### src/rtl/tempo_pkg.sv
// Shared types, widths and BPM limits for the tap-tempo detector and the speed bus.
package tempo_pkg;

  typedef enum logic [1:0] {IDLE, MEASURE, DIVIDE} state_t;

  localparam int unsigned INTERVAL_W = 11;
  localparam int unsigned SUM_W      = 13;
  localparam int unsigned NUM_W      = 18;
  localparam int unsigned SPEED_W    = 8;
  localparam int unsigned HIST_DEPTH = 4;

  localparam int unsigned DEF_BPM_MIN   = 30;
  localparam int unsigned DEF_BPM_MAX   = 250;
  localparam int unsigned DEF_BPM_RESET = 60;

  // Saturate a divider quotient onto the 8-bit speed bus.
  function automatic logic [SPEED_W-1:0] clamp_bpm(input logic [NUM_W-1:0] q,
                                                   input int unsigned    lo,
                                                   input int unsigned    hi);
    if (q < NUM_W'(lo)) return SPEED_W'(lo);
    if (q > NUM_W'(hi)) return SPEED_W'(hi);
    return SPEED_W'(q);
  endfunction

endpackage

### src/rtl/tap_tempo_if.sv
// Tap input and speed-bus outputs of the tap-tempo detector.
interface tap_tempo_if;
  import tempo_pkg::*;

  logic               tap;
  logic [SPEED_W-1:0] speed;
  logic               speed_valid;
  logic               locked;
  logic               tap_seen;

  modport master (output tap, input speed, input speed_valid, input locked, input tap_seen);
  modport slave  (input tap, output speed, output speed_valid, output locked, output tap_seen);
endinterface

### src/rtl/seq_divider.sv
// Restoring unsigned divider, one quotient bit per cycle; a zero divisor yields all-ones.
module seq_divider #(
  parameter int unsigned NUM_WIDTH = 18,
  parameter int unsigned DEN_WIDTH = 13
) (
  input  logic                 clk,
  input  logic                 rst,
  input  logic                 start,
  input  logic [NUM_WIDTH-1:0] num,
  input  logic [DEN_WIDTH-1:0] den,
  output logic                 busy,
  output logic                 done,
  output logic [NUM_WIDTH-1:0] quo
);

  localparam int unsigned CNT_W = $clog2(NUM_WIDTH + 1);

  logic [DEN_WIDTH-1:0] rem;
  logic [DEN_WIDTH-1:0] den_q;
  logic [CNT_W-1:0]     cnt;
  logic [DEN_WIDTH:0]   rem_sh_c;
  logic [DEN_WIDTH+1:0] diff_c;
  logic                 fits_c;

  // Trial subtraction of the divisor from the shifted partial remainder.
  always_comb begin
    rem_sh_c = {rem, quo[NUM_WIDTH-1]};
    diff_c   = {1'b0, rem_sh_c} - {2'b00, den_q};
    fits_c   = ~diff_c[DEN_WIDTH+1];
  end

  always_ff @(posedge clk or posedge rst) begin
    if (rst) begin
      rem   <= '0;
      den_q <= '0;
      quo   <= '0;
      cnt   <= '0;
      busy  <= 1'b0;
      done  <= 1'b0;
    end else begin
      done <= 1'b0;
      if (start && !busy) begin
        rem   <= '0;
        den_q <= den;
        quo   <= num;
        cnt   <= CNT_W'(NUM_WIDTH);
        busy  <= 1'b1;
      end else if (busy) begin
        quo <= {quo[NUM_WIDTH-2:0], fits_c};
        rem <= fits_c ? DEN_WIDTH'(diff_c) : DEN_WIDTH'(rem_sh_c);
        cnt <= cnt - CNT_W'(1);
        if (cnt == CNT_W'(1)) begin
          busy <= 1'b0;
          done <= 1'b1;
        end
      end
    end
  end

endmodule

### src/rtl/tap_tempo.sv
// Tap-tempo detector: times debounced taps in ms ticks and turns the average of
// the last few intervals into a clamped BPM value on the speed bus.
module tap_tempo
  import tempo_pkg::*;
#(
  parameter int unsigned CLK_HZ         = 25_000_000,
  parameter int unsigned TICK_HZ        = 1000,
  parameter int unsigned DEBOUNCE_TICKS = 10,
  parameter int unsigned TIMEOUT_TICKS  = 2000,
  parameter int unsigned BPM_MIN        = DEF_BPM_MIN,
  parameter int unsigned BPM_MAX        = DEF_BPM_MAX,
  parameter int unsigned BPM_RESET      = DEF_BPM_RESET
) (
  input  logic        clk,
  input  logic        rst,
  tap_tempo_if.slave  bus
);

  localparam int unsigned PRESC   = CLK_HZ / TICK_HZ;
  localparam int unsigned PRESC_W = (PRESC > 1) ? $clog2(PRESC) : 1;
  localparam int unsigned N_W     = $clog2(HIST_DEPTH + 1);
  localparam int unsigned BPM_NUM = 60 * TICK_HZ;

  logic                  tap_s1, tap_s2, tap_d;
  logic                  rise_c, tap_acc_c;
  logic [PRESC_W-1:0]    presc;
  logic                  tick_c;
  logic [INTERVAL_W-1:0] ivl;
  logic                  armed;

  state_t                state;
  logic [INTERVAL_W-1:0] hist [HIST_DEPTH];
  logic [N_W-1:0]        n;
  logic                  div_start, div_busy, div_done;
  logic [NUM_W-1:0]      div_num, div_quo;
  logic [SUM_W-1:0]      div_den;

  logic [SPEED_W-1:0]    speed;
  logic                  speed_valid, locked, tap_seen;

  // Two-flop synchronizer plus edge register on the raw button.
  always_ff @(posedge clk or posedge rst) begin
    if (rst) begin
      tap_s1 <= 1'b0;
      tap_s2 <= 1'b0;
      tap_d  <= 1'b0;
    end else begin
      tap_s1 <= bus.tap;
      tap_s2 <= tap_s1;
      tap_d  <= tap_s2;
    end
  end

  assign rise_c    = tap_s2 & ~tap_d;
  // The very first tap after reset has nothing to be locked out against.
  assign tap_acc_c = rise_c && (!armed || (ivl >= INTERVAL_W'(DEBOUNCE_TICKS)));
  assign tick_c    = (presc == PRESC_W'(PRESC - 1));

  always_ff @(posedge clk or posedge rst) begin
    if (rst) presc <= '0;
    else     presc <= tick_c ? '0 : presc + PRESC_W'(1);
  end

  // Interval counter doubles as the debounce lockout timer.
  always_ff @(posedge clk or posedge rst) begin
    if (rst) begin
      ivl   <= '0;
      armed <= 1'b0;
    end else if (tap_acc_c) begin
      ivl   <= '0;
      armed <= 1'b1;
    end else if (tick_c && (ivl < INTERVAL_W'(TIMEOUT_TICKS))) begin
      ivl <= ivl + INTERVAL_W'(1);
    end
  end

  // Unused history slots are always zero, so summing every slot is exact.
  always_comb begin
    div_den = '0;
    for (int i = 0; i < int'(HIST_DEPTH); i++) div_den = div_den + SUM_W'(hist[i]);
  end

  assign div_num = NUM_W'(BPM_NUM) * NUM_W'(n);

  seq_divider #(
    .NUM_WIDTH (NUM_W),
    .DEN_WIDTH (SUM_W)
  ) u_div (
    .clk   (clk),
    .rst   (rst),
    .start (div_start),
    .num   (div_num),
    .den   (div_den),
    .busy  (div_busy),
    .done  (div_done),
    .quo   (div_quo)
  );

  always_ff @(posedge clk or posedge rst) begin
    if (rst) begin
      state       <= IDLE;
      for (int i = 0; i < int'(HIST_DEPTH); i++) hist[i] <= '0;
      n           <= '0;
      div_start   <= 1'b0;
      speed       <= SPEED_W'(BPM_RESET);
      speed_valid <= 1'b0;
      locked      <= 1'b0;
      tap_seen    <= 1'b0;
    end else begin
      speed_valid <= 1'b0;
      div_start   <= 1'b0;
      tap_seen    <= tap_acc_c;
      case (state)
        IDLE: begin
          if (tap_acc_c) state <= MEASURE;
        end
        MEASURE: begin
          if (tap_acc_c && (ivl < INTERVAL_W'(TIMEOUT_TICKS))) begin
            hist[0] <= ivl;
            for (int i = int'(HIST_DEPTH) - 1; i > 0; i--) hist[i] <= hist[i-1];
            if (n < N_W'(HIST_DEPTH)) n <= n + N_W'(1);
            div_start <= 1'b1;
            state     <= DIVIDE;
          end else if (ivl >= INTERVAL_W'(TIMEOUT_TICKS)) begin
            // Abandon the measurement; a tap landing on the timeout restarts timing.
            for (int i = 0; i < int'(HIST_DEPTH); i++) hist[i] <= '0;
            n      <= '0;
            locked <= 1'b0;
            state  <= tap_acc_c ? MEASURE : IDLE;
          end
        end
        DIVIDE: begin
          if (div_done) begin
            speed       <= clamp_bpm(div_quo, BPM_MIN, BPM_MAX);
            speed_valid <= 1'b1;
            locked      <= 1'b1;
            state       <= MEASURE;
          end
        end
        default: state <= IDLE;
      endcase
    end
  end

  assign bus.speed       = speed;
  assign bus.speed_valid = speed_valid;
  assign bus.locked      = locked;
  assign bus.tap_seen    = tap_seen;

  // The lockout must outlast the divide so a tap never lands in DIVIDE.
  a_lockout_covers_divide: assert property (@(posedge clk) (DEBOUNCE_TICKS * PRESC) > 20);
  a_no_tap_in_divide: assert property (@(posedge clk) disable iff (rst)
                                       !(tap_acc_c && (state == DIVIDE)));
  a_div_start_free: assert property (@(posedge clk) disable iff (rst)
                                     div_start |-> !div_busy);

endmodule

### src/flat_wrapper.sv
// flat-port wrapper written by rule: the top's interface ports become plain ports
module tap_tempo_flat import tempo_pkg::*;
#(
  parameter int unsigned CLK_HZ         = 25_000_000,
  parameter int unsigned TICK_HZ        = 1000,
  parameter int unsigned DEBOUNCE_TICKS = 10,
  parameter int unsigned TIMEOUT_TICKS  = 2000,
  parameter int unsigned BPM_MIN        = DEF_BPM_MIN,
  parameter int unsigned BPM_MAX        = DEF_BPM_MAX,
  parameter int unsigned BPM_RESET      = DEF_BPM_RESET
)
  (clk, rst, bus_tap, bus_speed, bus_speed_valid, bus_locked, bus_tap_seen);
  tap_tempo_if bus_i ();
  input  logic clk;
  input  logic rst;
  input wire logic [$bits(bus_i.tap)-1:0] bus_tap;
  output wire logic [$bits(bus_i.speed)-1:0] bus_speed;
  output wire logic [$bits(bus_i.speed_valid)-1:0] bus_speed_valid;
  output wire logic [$bits(bus_i.locked)-1:0] bus_locked;
  output wire logic [$bits(bus_i.tap_seen)-1:0] bus_tap_seen;
  assign bus_i.tap = bus_tap;
  assign bus_speed = bus_i.speed;
  assign bus_speed_valid = bus_i.speed_valid;
  assign bus_locked = bus_i.locked;
  assign bus_tap_seen = bus_i.tap_seen;
  tap_tempo #(.CLK_HZ(CLK_HZ), .TICK_HZ(TICK_HZ), .DEBOUNCE_TICKS(DEBOUNCE_TICKS), .TIMEOUT_TICKS(TIMEOUT_TICKS), .BPM_MIN(BPM_MIN), .BPM_MAX(BPM_MAX), .BPM_RESET(BPM_RESET)) u_core (.clk(clk), .rst(rst), .bus(bus_i));
endmodule
### config.mk
export PLATFORM = sky130hd
export DESIGN_NAME = tap_tempo_flat
export DESIGN_NICKNAME = d
export VERILOG_FILES = /design/src/rtl/tempo_pkg.sv /design/src/rtl/tap_tempo_if.sv /design/src/rtl/seq_divider.sv /design/src/rtl/tap_tempo.sv /design/src/flat_wrapper.sv
export SDC_FILE = /design/constraint.sdc
export NUM_CORES = 1
export LEC_CHECK = 0
export ABC_AREA = 1
export CORE_MARGIN = 2
export CORE_UTILIZATION = 58
export DETAILED_ROUTE_END_ITERATION = 8
export GPL_ROUTABILITY_DRIVEN = 0
export PLACE_DENSITY = 0.78
export SYNTH_ARGS = -nofsm -noshare
export SYNTH_HDL_FRONTEND = slang
export SYNTH_SLANG_ARGS = --single-unit
export TNS_END_PERCENT = 10
### constraint.sdc
create_clock -name clk -period 4.4 [get_ports clk]
set_input_delay 0.88 -clock clk [delete_from_list [all_inputs] [get_ports clk]]
set_output_delay 0.88 -clock clk [all_outputs]
set_load 0.05 [all_outputs]
==> results of run 1 <==
[synth_stat cells (2+ instances only)]
| cell | instances |
|---|---|
| nand2_1 | 288 |
| inv_1 | 178 |
| dfrtp_1 | 138 |
| nand3_1 | 96 |
| nor2_1 | 72 |
| ha_1 | 50 |
| o21ai_0 | 47 |
| nand2_2 | 44 |
| a21oi_1 | 25 |
| nand4_1 | 23 |
| xor2_1 | 22 |
| nor3_1 | 18 |
| o21ai_2 | 18 |
| fa_1 | 16 |
| a22oi_1 | 10 |
| inv_2 | 9 |
| nand3b_1 | 9 |
| clkbuf_1 | 8 |
| xnor2_1 | 8 |
| buf_2 | 5 |
| buf_4 | 5 |
| nand2_4 | 5 |
| nand3_2 | 5 |
| o21ai_1 | 5 |
| o21bai_1 | 5 |
| or2_2 | 5 |
| a21boi_0 | 4 |
| buf_6 | 4 |
| dfstp_2 | 4 |
| o221ai_1 | 4 |
| o22ai_1 | 4 |
| a31oi_1 | 3 |
| nor2_4 | 3 |
| buf_12 | 2 |
| nor2_2 | 2 |
| nor4_1 | 2 |
| o211ai_1 | 2 |
[sequential cells by signal, indices dropped and copies added (netlist names), 2 cells and up]
name / flops
u_core.hist: 44
u_core.u_div.quo: 18
u_core.presc: 15
u_core.u_div.den_q: 13
u_core.u_div.rem: 13
u_core.ivl: 11
u_core.bus.speed: 8
u_core.u_div.cnt: 5
u_core.n: 3
u_core.state: 2
[cells by family (layout without fill, tap and decap cells)]
group / count (synthesis) / count (layout)
adders and majority gates: 66 / 66
and+or+nand+nor: 579 / 579
buffers and inverters: 215 / 239
AOI/OAI and AO/OA: 131 / 131
xor gates and xnor gates: 30 / 30
DFF: 142 / 142
[critical path, stage by stage (launching register included)]
cell and delay (ps):
dfrtp_1 400, ha_1 260, fa_1 430, nand3_1 100
nand3_1 110, a21oi_1 240, nor2_1 60, nor2_1 120
xor2_1 100, fa_1 480, inv_1 40, ha_1 330
nand2_1 90, nor2_1 160, o21ai_0 140, nand3_1 90
nand2_1 50, nand3_1 60, nand2_1 50
[metrics by stage]
stage	setup slack [ps]	hold slack, ps	total power, mW	instance area, µm²
4_1_cts	996.8	349.2	4.548	10080
2_1_floorplan	1278	331.2	2.752	9206
3_3_place_gp	1133	332.0	2.992	9468
6_report	977.7	347.6	4.539	10080
5_1_grt	726.2	358.9	4.843	10080
3_5_place_dp	1012	334.7	3.030	9468
[final cells by class]
class	count	area, µm²	share of cell area (%)
Clock buffer	18	429.2	4.258
Clock inverter	14	181.4	1.800
Inverter	190	726.9	7.213
Multi-Input combinational cell	806	4740	47.03
Sequential cell	142	3558	35.31
Tap cell	216	270.3	2.682
Timing Repair Buffer	17	172.7	1.713
[power by group through the flow]
stage	Sequential [mW]	Combinational, mW	Clock (mW)
floorplan	1.56	1.19	0
global placement	1.62	1.37	0
detailed placement	1.63	1.40	0
CTS	1.61	1.43	1.52
global route	1.63	1.64	1.57
finish	1.61	1.43	1.50
[metal layers]
metal,share of wire [%],wire length (µm)
met5,0,0
met4,1.4,263
met3,3.8,711
met2,50,9425
met1,45,8524
[how the worst max path moves through the flow]
stage,cells after the start,slack [ps],from,to
2_1_floorplan,18,1280,u_core.hist[22]$_DFFE_PP0P_,u_core.u_div.den_q[9]$_DFFE_PP0P_
3_3_place_gp,18,1130,u_core.hist[22]$_DFFE_PP0P_,u_core.u_div.den_q[9]$_DFFE_PP0P_
3_5_place_dp,15,1010,u_core.hist[22]$_DFFE_PP0P_,u_core.u_div.den_q[11]$_DFFE_PP0P_
4_1_cts,15,1000,u_core.hist[22]$_DFFE_PP0P_,u_core.u_div.den_q[11]$_DFFE_PP0P_
5_1_grt,17,730,u_core.hist[22]$_DFFE_PP0P_,u_core.u_div.den_q[12]$_DFFE_PP0P_
6_report,18,980,u_core.hist[22]$_DFFE_PP0P_,u_core.u_div.den_q[11]$_DFFE_PP0P_
==> metrics.txt, run 1 <==
# TYPE chip_impl_metric gauge
chip_impl_metric{name="core",unit="µm²"} 15710
chip_impl_metric{name="async_flop_share",unit="%"} 100.0
chip_impl_metric{name="maximum_number_of_pins_on_one_net_before_global_route_repair",unit=""} 107
chip_impl_metric{name="number_of_global_route_vias_before_repair",unit=""} 7147
chip_impl_metric{name="grt_pass1_wl",unit="mm"} 32.48
chip_impl_metric{name="finalClockSkew",unit="ps"} 10.64
chip_impl_metric{name="placement_rows",unit=""} 46
chip_impl_metric{name="synthDistinctLibCells",unit=""} 52
chip_impl_metric{name="final_setup_violations",unit=""} 0
chip_impl_metric{name="residual_drc_count",unit=""} 0
chip_impl_metric{name="synth_edf_count",unit=""} 0
chip_impl_metric{name="power-per-cell-area",unit="nW/µm²"} 450.4
chip_impl_metric{name="gr-usage-all-layers",unit="%"} 24.00
chip_impl_metric{name="cts_max_path_buffers",unit=""} 2
chip_impl_metric{name="synth-adder-area-share",unit="%"} 10.28
chip_impl_metric{name="finalMaxSlewViolations",unit=""} 0
chip_impl_metric{name="r2r_cells",unit=""} 18
chip_impl_metric{name="ys_seq_area_share",unit="%"} 38.67
chip_impl_metric{name="io_buffer_count",unit=""} 13
chip_impl_metric{name="fp.dieArea",unit="µm²"} 16890
chip_impl_metric{name="yosys_register_bits",unit=""} 142
chip_impl_metric{name="synth_area_in_compound_gates",unit="%"} 8.919
chip_impl_metric{name="io_count",unit=""} 14
chip_impl_metric{name="dieHeight",unit="µm"} 130.0
chip_impl_metric{name="final_layout_size_suffix_gt1_share",unit="%"} 11.71
chip_impl_metric{name="setup-tns-final",unit="ps"} 0
chip_impl_metric{name="synthXorXnorAreaFrac",unit="%"} 2.855
chip_impl_metric{name="clk-insertion-delay-late",unit="ps"} 430
chip_impl_metric{name="syn_nets",unit=""} 1232
chip_impl_info{name="synth_top_family_by_area",value="simple AND/OR/NAND/NOR gates"} 1
chip_impl_metric{name="numPlacedInstances",unit=""} 1371
chip_impl_metric{name="gr-total-overflow",unit=""} 0
chip_impl_metric{name="initial_antenna_violation_count",unit=""} 0
chip_impl_info{name="reg2reg_from",value="u_core.hist[22]$_DFFE_PP0P_"} 1
chip_impl_metric{name="ys_warn_count",unit=""} 0
chip_impl_metric{name="timing.reg2reg.setup_slack",unit="ps"} 980
chip_impl_metric{name="period_share",unit="%"} 77.78
chip_impl_metric{name="max_freq",unit="MHz"} 292.2
chip_impl_metric{name="first_iter_violations",unit=""} 513
chip_impl_info{name="synth_top_flop_cell",value="dfrtp_1"} 1
chip_impl_info{name="setup.worst_path.class",value="reg -> reg"} 1
chip_impl_metric{name="layout-area-overhead-vs-synth",unit="%"} 9.517
chip_impl_metric{name="synth_area_per_cell",unit="µm²"} 7.913
chip_impl_info{name="holdPathEnd",value="u_core.tap_s2$_DFF_PP0_"} 1
chip_impl_metric{name="fin_crit",unit="ps"} 3422
chip_impl_info{name="grt_setup_unrepaired",value="false"} 1
chip_impl_metric{name="worst_vdd_rail_ir_drop",unit="mV"} 0.4369
chip_impl_metric{name="hold_path_depth",unit=""} 0
chip_impl_metric{name="internal_power",unit="mW"} 2.862
chip_impl_metric{name="worstPathArrival",unit="ps"} 3740
chip_impl_metric{name="synth_mux_area_share",unit="%"} 0
chip_impl_metric{name="antenna-diode-count",unit=""} 0
chip_impl_metric{name="cts.htree.levels",unit=""} 4
chip_impl_metric{name="use_met2",unit="%"} 40.90
chip_impl_metric{name="ctsHoldBuffers",unit=""} 0
chip_impl_metric{name="antenna_left",unit=""} 0
chip_impl_metric{name="post_synth_and_or_nand_nor_area_fraction",unit="%"} 29.45
chip_impl_metric{name="die_w",unit="µm"} 130.0
chip_impl_metric{name="via_count",unit=""} 7427
chip_impl_metric{name="postRouteWirelength",unit="mm"} 18.92
chip_impl_info{name="layout_commonest_cell",value="nand2_1"} 1
chip_impl_metric{name="share_of_yosys_cell_area_claimed_by_the_top_area_cell_type",unit="%"} 37.53
chip_impl_metric{name="global_route.usage.met1",unit="%"} 30.72
chip_impl_metric{name="power_switching_share",unit="%"} 36.94
chip_impl_metric{name="share_seq_of_total_power",unit="%"} 35.4
chip_impl_metric{name="dp_hpwl",unit="mm"} 13.13
chip_impl_info{name="worstSetupStartpointType",value="flop"} 1
chip_impl_info{name="layout.cells.most_common_list",value="288 x nand2_1, 177 x inv_1, 138 x dfrtp_1"} 1
chip_impl_info{name="cts_root_buffer",value="clkbuf_16"} 1
chip_impl_metric{name="hold_violations",unit=""} 0
chip_impl_metric{name="detailedRoute.firstPassIterationCount",unit=""} 7
chip_impl_metric{name="clk_pin_slew",unit="ps"} 60
chip_impl_info{name="status",value="complete, no violations"} 1
chip_impl_info{name="busiest_layer",value="met2"} 1
chip_impl_metric{name="netlist_instances",unit=""} 1163
chip_impl_metric{name="drv_cap",unit=""} 0
chip_impl_metric{name="worst-endpoint-required",unit="ps"} 4720
chip_impl_metric{name="largest_fanout_on_the_critical_path",unit=""} 4
chip_impl_metric{name="start_util",unit="%"} 58.57
chip_impl_metric{name="drt-vias-per-instance",unit=""} 5.294
chip_impl_info{name="tritoncts_clock_tree",value="yes"} 1
chip_impl_metric{name="share_comb_of_total_power",unit="%"} 31.5
chip_impl_metric{name="cts_post_setup_buffers_inserted",unit=""} 0
chip_impl_metric{name="filler_cell_count",unit=""} 1300
chip_impl_metric{name="routedWlPerCell",unit="µm"} 13.49
chip_impl_metric{name="layout.core_utilization",unit="%"} 64.14
chip_impl_metric{name="clock_sinks",unit=""} 142
chip_impl_metric{name="met3_usage",unit="%"} 5.535
chip_impl_metric{name="post_cts_resized",unit=""} 0
chip_impl_metric{name="clkPwrFrac",unit="%"} 33.1
chip_impl_metric{name="syn-cell-area",unit="µm²"} 9203
chip_impl_info{name="worst_hold_path_type",value="reg -> reg"} 1
chip_impl_info{name="crit-reg2reg-capture",value="u_core.u_div.den_q[11]$_DFFE_PP0P_"} 1
chip_impl_metric{name="switching_power",unit="mW"} 1.677
chip_impl_metric{name="max-slew-margin-rel",unit="%"} 33.04
chip_impl_metric{name="power.static_leakage",unit="nW"} 5.318
chip_impl_info{name="timing.hold.worst.start",value="u_core.tap_s1$_DFF_PP0_"} 1
chip_impl_info{name="synth.area.top_cells",value="dfrtp_1 38%, nand2_1 12%, inv_1 7.3%"} 1
chip_impl_metric{name="finish.net_count",unit=""} 1243
chip_impl_metric{name="tightest_slew",unit="ps"} 1004
chip_impl_metric{name="final_std_cells_w_o_fill",unit=""} 1403
chip_impl_metric{name="total_clock_buffers_created_by_cts",unit=""} 17
chip_impl_info{name="synthDominantAreaCellType",value="dfrtp_1"} 1
chip_impl_info{name="crit_path_end_kind",value="flop"} 1
Note: power is estimated with default switching activity, not from simulation.
==> run 2: changes to the inputs <==
- clock period: 4.4 -> 3 ns (I/O delays scaled with it)
==> run 2 against run 1 <==
  * The flow now finishes with violations (negative setup slack)
  * Core utilization rose by 3.3 points
  * Design area rose by 5.1%
  * Sequential share of layout area fell by 1.7 points
  * Clock skew rose by 3.3 ps
  * Via count rose by 2.9%
  * Setup slack got worse by 1100 ps
  * Critical endpoint is now u_core.u_div.den_q[10]$_DFFE_PP0P_
  * Largest cell class unchanged
  * Largest power group unchanged
  * Highest routed layer unchanged
==> metrics.txt, run 2 (same netlist as run 1, synthesis figures left out) <==
# TYPE chip_impl_metric gauge
chip_impl_info{name="status",value="finished with violations"} 1
chip_impl_info{name="failed_checks",value="negative setup slack"} 1
chip_impl_metric{name="cts.htree.levels",unit=""} 4
chip_impl_metric{name="ctsHoldBuffers",unit=""} 0
chip_impl_metric{name="period_share",unit="%"} 103.6
chip_impl_info{name="top_layer_used",value="met4"} 1
chip_impl_metric{name="dpl_cell_area",unit="µm²"} 9831
chip_impl_metric{name="grt_pass1_wl",unit="mm"} 33.59
chip_impl_info{name="largest_registers",value="u_core.hist: 44 flops, u_core.u_div.quo: 18 flops, u_core.presc: 15 flops"} 1
chip_impl_metric{name="detailedRoute.firstPassIterationCount",unit=""} 5
chip_impl_metric{name="placement_rows",unit=""} 46
chip_impl_metric{name="layout.core_utilization",unit="%"} 67.41
chip_impl_info{name="setup.worst_path.class",value="reg -> reg"} 1
chip_impl_metric{name="wirelength_met1",unit="mm"} 9.026
chip_impl_info{name="grt_setup_unrepaired",value="true"} 1
chip_impl_metric{name="largest_fanout_on_the_critical_path",unit=""} 4
chip_impl_metric{name="worst_vdd_rail_ir_drop",unit="mV"} 0.4919
chip_impl_metric{name="drv_cap",unit=""} 0
chip_impl_metric{name="max_freq",unit="MHz"} 321.8
chip_impl_metric{name="finalClockSkew",unit="ps"} 13.91
chip_impl_metric{name="cts_post_setup_buffers_inserted",unit=""} 0
chip_impl_metric{name="number_of_global_route_vias_before_repair",unit=""} 7419
chip_impl_info{name="critical-path-top-delay-family",value="adder cells"} 1
chip_impl_info{name="timing.critical_path.slowest_stage_cell",value="fa_1"} 1
chip_impl_metric{name="worst-endpoint-required",unit="ps"} 3310
chip_impl_metric{name="die_w",unit="µm"} 130.0
chip_impl_metric{name="crit_path_max_incr_delay",unit="ps"} 560
chip_impl_metric{name="layout-area-overhead-vs-synth",unit="%"} 15.09
chip_impl_metric{name="power_switching_share",unit="%"} 35.88
chip_impl_info{name="crit_path_end_kind",value="flop"} 1
chip_impl_metric{name="clkPwrFrac",unit="%"} 33.4
chip_impl_info{name="worst_hold_path_type",value="reg -> reg"} 1
chip_impl_metric{name="internal_power",unit="mW"} 4.288
chip_impl_metric{name="power.static_leakage",unit="nW"} 5.593
chip_impl_metric{name="worstPathArrival",unit="ps"} 3420
chip_impl_metric{name="cts_max_path_buffers",unit=""} 2
chip_impl_metric{name="clock_sinks",unit=""} 142
chip_impl_info{name="worstSetupStartpointType",value="flop"} 1
chip_impl_metric{name="final_setup_violations",unit=""} 4
chip_impl_metric{name="residual_drc_count",unit=""} 0
chip_impl_metric{name="dp_hpwl",unit="mm"} 14.02
chip_impl_metric{name="postLayoutSetupSlackWorst",unit="ps"} -107.8
chip_impl_metric{name="fin_crit",unit="ps"} 3108
chip_impl_metric{name="setup-tns-final",unit="ps"} -362.7
chip_impl_metric{name="hold_violations",unit=""} 0
chip_impl_metric{name="clk_pin_slew",unit="ps"} 60
chip_impl_metric{name="antenna-diode-count",unit=""} 0
chip_impl_metric{name="drt-vias-per-instance",unit=""} 5.276
chip_impl_metric{name="maximum_number_of_pins_on_one_net_before_global_route_repair",unit=""} 56
chip_impl_metric{name="io_buffer_count",unit=""} 13
chip_impl_info{name="layout.cells.most_common_list",value="288 x nand2_1, 175 x inv_1, 138 x dfrtp_1"} 1
chip_impl_info{name="cp_cell_instances",value="ha_2 -> fa_2 -> nand3_2 -> nand3_2 -> a21oi_2 -> nor2_1 -> nor2_1 -> xor2_1 -> fa_1 -> inv_2 -> ha_4 -> nand2_1 -> nor2_1 -> nand3_1 -> nand3_2 -> nand2_1 -> nand3_1 -> nand2_1"} 1
chip_impl_metric{name="postRouteWirelength",unit="mm"} 19.54
chip_impl_metric{name="finalMaxSlewViolations",unit=""} 0
chip_impl_metric{name="max-slew-margin-rel",unit="%"} 47.01
chip_impl_metric{name="finish.net_count",unit=""} 1288
chip_impl_metric{name="routedWlPerCell",unit="µm"} 13.49
chip_impl_metric{name="gr-total-overflow",unit=""} 0
chip_impl_metric{name="io_count",unit=""} 14
chip_impl_metric{name="total_clock_buffers_created_by_cts",unit=""} 17
chip_impl_metric{name="start_util",unit="%"} 58.57
chip_impl_info{name="tritoncts_clock_tree",value="yes"} 1
chip_impl_metric{name="flip_flop_count_of_the_largest_register_after_layout",unit=""} 44
chip_impl_metric{name="worst-path-buf-inv",unit=""} 1
chip_impl_metric{name="tightest_slew",unit="ps"} 791.9
chip_impl_info{name="cts_root_buffer",value="clkbuf_16"} 1
chip_impl_metric{name="initial_antenna_violation_count",unit=""} 0
chip_impl_info{name="layout_commonest_cell",value="nand2_1"} 1
chip_impl_metric{name="final_layout_size_suffix_gt1_share",unit="%"} 16.88
chip_impl_metric{name="gr-usage-all-layers",unit="%"} 24.62
chip_impl_metric{name="clk-insertion-delay-late",unit="ps"} 430
chip_impl_metric{name="dieHeight",unit="µm"} 130.0
chip_impl_metric{name="fp.dieArea",unit="µm²"} 16890
chip_impl_metric{name="route.met3.wl",unit="µm"} 623
chip_impl_metric{name="met2WireLength",unit="mm"} 9.587
chip_impl_metric{name="share_comb_of_total_power",unit="%"} 31.8
chip_impl_metric{name="first_iter_violations",unit=""} 408
chip_impl_metric{name="switching_power",unit="mW"} 2.400
chip_impl_metric{name="via_count",unit=""} 7639
chip_impl_metric{name="share_seq_of_total_power",unit="%"} 34.8
chip_impl_metric{name="power-per-cell-area",unit="nW/µm²"} 631.4
chip_impl_metric{name="finish.instance_area",unit="µm²"} 10590
chip_impl_metric{name="antenna_left",unit=""} 0
chip_impl_info{name="max_flop_register",value="u_core.hist"} 1
chip_impl_metric{name="core",unit="µm²"} 15710
[run 2: path summary, 6_finish.rpt]
kind                                                           end  slack, ps  depth (start not counted)                   startpoint
worst max register to register  u_core.u_div.den_q[10]$_DFFE_PP0P_       -110                         18  u_core.hist[33]$_DFFE_PP0P_
worst min-delay path                       u_core.tap_s2$_DFF_PP0_        350                          0      u_core.tap_s1$_DFF_PP0_
worst max-delay path            u_core.u_div.den_q[10]$_DFFE_PP0P_       -110                         18  u_core.hist[33]$_DFFE_PP0P_
worst min register to register             u_core.tap_s2$_DFF_PP0_        350                          0      u_core.tap_s1$_DFF_PP0_
min in group asynchronous          u_core.u_div.rem[7]$_DFFE_PP0P_        550                          2                          rst
max in group asynchronous          u_core.bus.speed[4]$_DFFE_PP1P_       1790                          3                          rst
[run 2: stage by stage]
step	power (mW)	setup slack, ps	hold slack, ps	std cells
floorplan	4.037	-121.6	331.2	1163
global placement	4.401	-167.6	333.8	1416
detailed placement	4.455	-246.1	336.3	1416
CTS	6.719	-82.88	351.2	1448
global route	7.178	-330.7	355.9	1448
finish	6.687	-107.8	349.9	1448
[run 2: final cells by class]
type                       count  area [µm²]
tap                          216       270.3
sequential                   142        3558
clock inverter                12       185.2
timing repair buffer          62       535.5
fill                        1287        5121
inverter                     190       726.9
multi-input combinational    806        4878
clock buffer                  20       436.7
[run 2: routing by layer]
layer,vias up,GRT usage [%]
met1,3637,32.08
met2,137,41.73
met5,-,0
met3,25,4.961
li1,3840,-
met4,0,7.464
[run 2: what timing repair did]
action | in CTS | in global routing
gates resized for setup | 19 | 12
endpoints found under the setup margin | 8 | 10
pin swaps | 3 | 4
[run 2: power groups by stage]
stage / logic (mW) / registers [mW] / clock network [mW]
3_5_place_dp: 2.10 / 2.35 / 0
3_3_place_gp: 2.05 / 2.35 / 0
5_1_grt: 2.46 / 2.36 / 2.36
6_report: 2.12 / 2.33 / 2.24
2_1_floorplan: 1.75 / 2.29 / 0
4_1_cts: 2.13 / 2.32 / 2.27
==> run 3: changes to the inputs <==
- CORE_UTILIZATION: 58 -> 59
- PLACE_DENSITY: 0.78 -> 0.76
- clock period: 3 -> 3.6 ns (I/O delays scaled with it)
==> run 3 against run 2 <==
  * The flow now finishes without violations
  * Hold slack gained 18 ps
  * Die area shrank 1.6%
  * Clock-buffer cell count grew 2
  * Register-to-register slack gained 370 ps
  * Core utilization shrank 1.4 points
  * Via count shrank 2.5%
  * Largest power group unchanged
  * Critical path depth shrank 2
  * Power shrank 19%
==> metrics.txt, run 3 (same netlist as run 1, synthesis figures left out) <==
# TYPE chip_impl_metric gauge
chip_impl_info{name="status",value="complete, no violations"} 1
chip_impl_metric{name="period_share",unit="%"} 92.76
chip_impl_metric{name="final_layout_size_suffix_gt1_share",unit="%"} 11.77
chip_impl_metric{name="drt-vias-per-instance",unit=""} 5.407
chip_impl_metric{name="cts_max_path_buffers",unit=""} 2
chip_impl_info{name="cts_root_buffer",value="clkbuf_16"} 1
chip_impl_metric{name="drv_cap",unit=""} 0
chip_impl_metric{name="final_std_cells_w_o_fill",unit=""} 1377
chip_impl_metric{name="finish.net_count",unit=""} 1245
chip_impl_metric{name="clk-insertion-delay-late",unit="ps"} 420
chip_impl_metric{name="tightest_slew",unit="ps"} 791.1
chip_impl_metric{name="routedWlPerCell",unit="µm"} 13.86
chip_impl_info{name="critical_path.startpoint",value="u_core.hist[26]$_DFFE_PP0P_"} 1
chip_impl_metric{name="power-per-cell-area",unit="nW/µm²"} 539.2
chip_impl_metric{name="cts_post_setup_buffers_inserted",unit=""} 0
chip_impl_metric{name="fin_total_pwr",unit="mW"} 5.411
chip_impl_metric{name="finalClockSkew",unit="ps"} 15.79
chip_impl_metric{name="placement_rows",unit=""} 45
chip_impl_info{name="worst_hold_path_type",value="reg -> reg"} 1
chip_impl_metric{name="max_freq",unit="MHz"} 299.5
chip_impl_metric{name="start_util",unit="%"} 60.53
chip_impl_metric{name="die_w",unit="µm"} 128.9
chip_impl_metric{name="total_clock_buffers_created_by_cts",unit=""} 17
chip_impl_metric{name="gr-usage-all-layers",unit="%"} 24.46
chip_impl_info{name="worstSetupStartpointType",value="flop"} 1
chip_impl_metric{name="final_setup_violations",unit=""} 0
chip_impl_metric{name="worst-endpoint-required",unit="ps"} 3900
chip_impl_info{name="layout.cells.most_common_list",value="288 x nand2_1, 177 x inv_1, 138 x dfrtp_1"} 1
chip_impl_metric{name="antenna_left",unit=""} 0
chip_impl_metric{name="io_buffer_count",unit=""} 13
chip_impl_info{name="crit_path_end_kind",value="flop"} 1
chip_impl_metric{name="flip_flop_count_of_the_largest_register_after_layout",unit=""} 44
chip_impl_metric{name="worstPathArrival",unit="ps"} 3640
chip_impl_metric{name="residual_drc_count",unit=""} 0
chip_impl_metric{name="power.static_leakage",unit="nW"} 5.316
chip_impl_metric{name="postLayoutSetupSlackWorst",unit="ps"} 260.6
chip_impl_metric{name="antenna-diode-count",unit=""} 0
chip_impl_metric{name="layout-area-overhead-vs-synth",unit="%"} 9.055
chip_impl_metric{name="gr-total-overflow",unit=""} 0
chip_impl_info{name="worstSetupEndpoint",value="u_core.u_div.den_q[10]$_DFFE_PP0P_"} 1
chip_impl_info{name="max_flop_register",value="u_core.hist"} 1
chip_impl_metric{name="pre_cts_ws",unit="ps"} 266.6
chip_impl_info{name="layout_commonest_cell",value="nand2_1"} 1
chip_impl_metric{name="detailedRoute.firstPassIterationCount",unit=""} 5
chip_impl_metric{name="hold_violations",unit=""} 0
chip_impl_metric{name="number_of_global_route_vias_before_repair",unit=""} 7158
chip_impl_metric{name="first_iter_violations",unit=""} 414
chip_impl_info{name="tritoncts_clock_tree",value="yes"} 1
chip_impl_metric{name="cts.htree.levels",unit=""} 4
chip_impl_metric{name="largest_fanout_on_the_critical_path",unit=""} 5
chip_impl_metric{name="max-slew-margin-rel",unit="%"} 47.06
chip_impl_metric{name="core",unit="µm²"} 15200
chip_impl_info{name="setup.worst_path.class",value="reg -> reg"} 1
chip_impl_metric{name="fin_crit",unit="ps"} 3339
chip_impl_metric{name="r2r_cells",unit=""} 16
chip_impl_metric{name="timing.reg2reg.setup_slack",unit="ps"} 260
chip_impl_info{name="crit-reg2reg-capture",value="u_core.u_div.den_q[10]$_DFFE_PP0P_"} 1
chip_impl_metric{name="dp_hpwl",unit="mm"} 13.82
chip_impl_metric{name="initial_antenna_violation_count",unit=""} 0
chip_impl_metric{name="dieHeight",unit="µm"} 128.9
chip_impl_metric{name="io_count",unit=""} 14
chip_impl_metric{name="layout.core_utilization",unit="%"} 66.02
chip_impl_metric{name="clk_pin_slew",unit="ps"} 60
chip_impl_metric{name="grt_pass1_wl",unit="mm"} 32.78
chip_impl_metric{name="fp.dieArea",unit="µm²"} 16610
chip_impl_metric{name="worst_vdd_rail_ir_drop",unit="mV"} 0.3246
chip_impl_info{name="reg2reg_from",value="u_core.hist[26]$_DFFE_PP0P_"} 1
chip_impl_metric{name="postRouteWirelength",unit="mm"} 19.09
chip_impl_metric{name="setup-tns-final",unit="ps"} 0
chip_impl_metric{name="clock_sinks",unit=""} 142
chip_impl_metric{name="via_count",unit=""} 7446
chip_impl_metric{name="finalMaxSlewViolations",unit=""} 0
chip_impl_info{name="largest_registers",value="u_core.hist: 44 flops, u_core.u_div.quo: 18 flops, u_core.presc: 15 flops"} 1
chip_impl_info{name="grt_setup_unrepaired",value="false"} 1
chip_impl_metric{name="maximum_number_of_pins_on_one_net_before_global_route_repair",unit=""} 52
chip_impl_metric{name="numPlacedInstances",unit=""} 1345
-- run 3: layout make-up --
class | instances | area [µm²]
Timing Repair Buffer | 19 | 200.2
Inverter | 190 | 726.9
Clock buffer | 22 | 454.2
Multi-Input combinational cell | 806 | 4746
Clock inverter | 10 | 115.1
Sequential cell | 142 | 3558
Tap cell | 188 | 235.2
Fill cell | 1297 | 5166
-- run 3: where the power goes --
group	switching [mW]	internal [mW]
combinational	1.15	0.622
sequential	0.151	1.78
clock	0.663	1.04
total	1.97	3.44
-- run 3: critical path, stage by stage (launching register included) --
cell and delay, ps:
dfrtp_1 400, ha_1 370, inv_1 120, o21bai_1 130, a31oi_1 250, nand2_1 130
xor2_1 170, fa_1 480, inv_1 40, ha_1 380, inv_1 80, o21ai_0 230
a21oi_1 130, nand3_1 120, nand2_1 60, nand3_1 60, nand2_1 50
-- run 3: repair_timing --
item | in CTS | in global routing
resized for setup | 0 | 2
hold endpoints to repair | 0 | 0
endpoints found under the setup margin | 0 | 4
hold buffers | 0 | 0
-- run 3: how the worst min path moves through the flow --
stage / startpoint / cells after the start / to / slack, ps
2_1_floorplan: u_core.tap_s1$_DFF_PP0_ / 0 / u_core.tap_s2$_DFF_PP0_ / 330
3_3_place_gp: u_core.tap_s1$_DFF_PP0_ / 0 / u_core.tap_s2$_DFF_PP0_ / 360
3_5_place_dp: u_core.tap_s1$_DFF_PP0_ / 0 / u_core.tap_s2$_DFF_PP0_ / 360
4_1_cts: u_core.tap_s1$_DFF_PP0_ / 0 / u_core.tap_s2$_DFF_PP0_ / 370
5_1_grt: u_core.tap_s1$_DFF_PP0_ / 0 / u_core.tap_s2$_DFF_PP0_ / 370
6_report: u_core.tap_s1$_DFF_PP0_ / 0 / u_core.tap_s2$_DFF_PP0_ / 370
-- run 3: layer usage --
| metal | routed length [µm] | global-route usage, % | up-vias |
|---|---|---|---|
| met1 | 8963 | 32.86 | 3538 |
| met4 | 229 | 8.120 | 0 |
| met3 | 644 | 4.449 | 22 |
| li1 | - | - | 3726 |
| met5 | 0 | 0 | - |
| met2 | 9253 | 40.34 | 160 |
-- run 3: metrics by stage --
| stage | hold WS [ps] | instance area, µm² |
|---|---|---|
| 2_1_floorplan | 331.2 | 9206 |
| 3_3_place_gp | 357.0 | 9460 |
| 3_5_place_dp | 357.7 | 9460 |
| 4_1_cts | 368.0 | 10030 |
| 5_1_grt | 372.2 | 10040 |
| 6_report | 368.2 | 10040 |
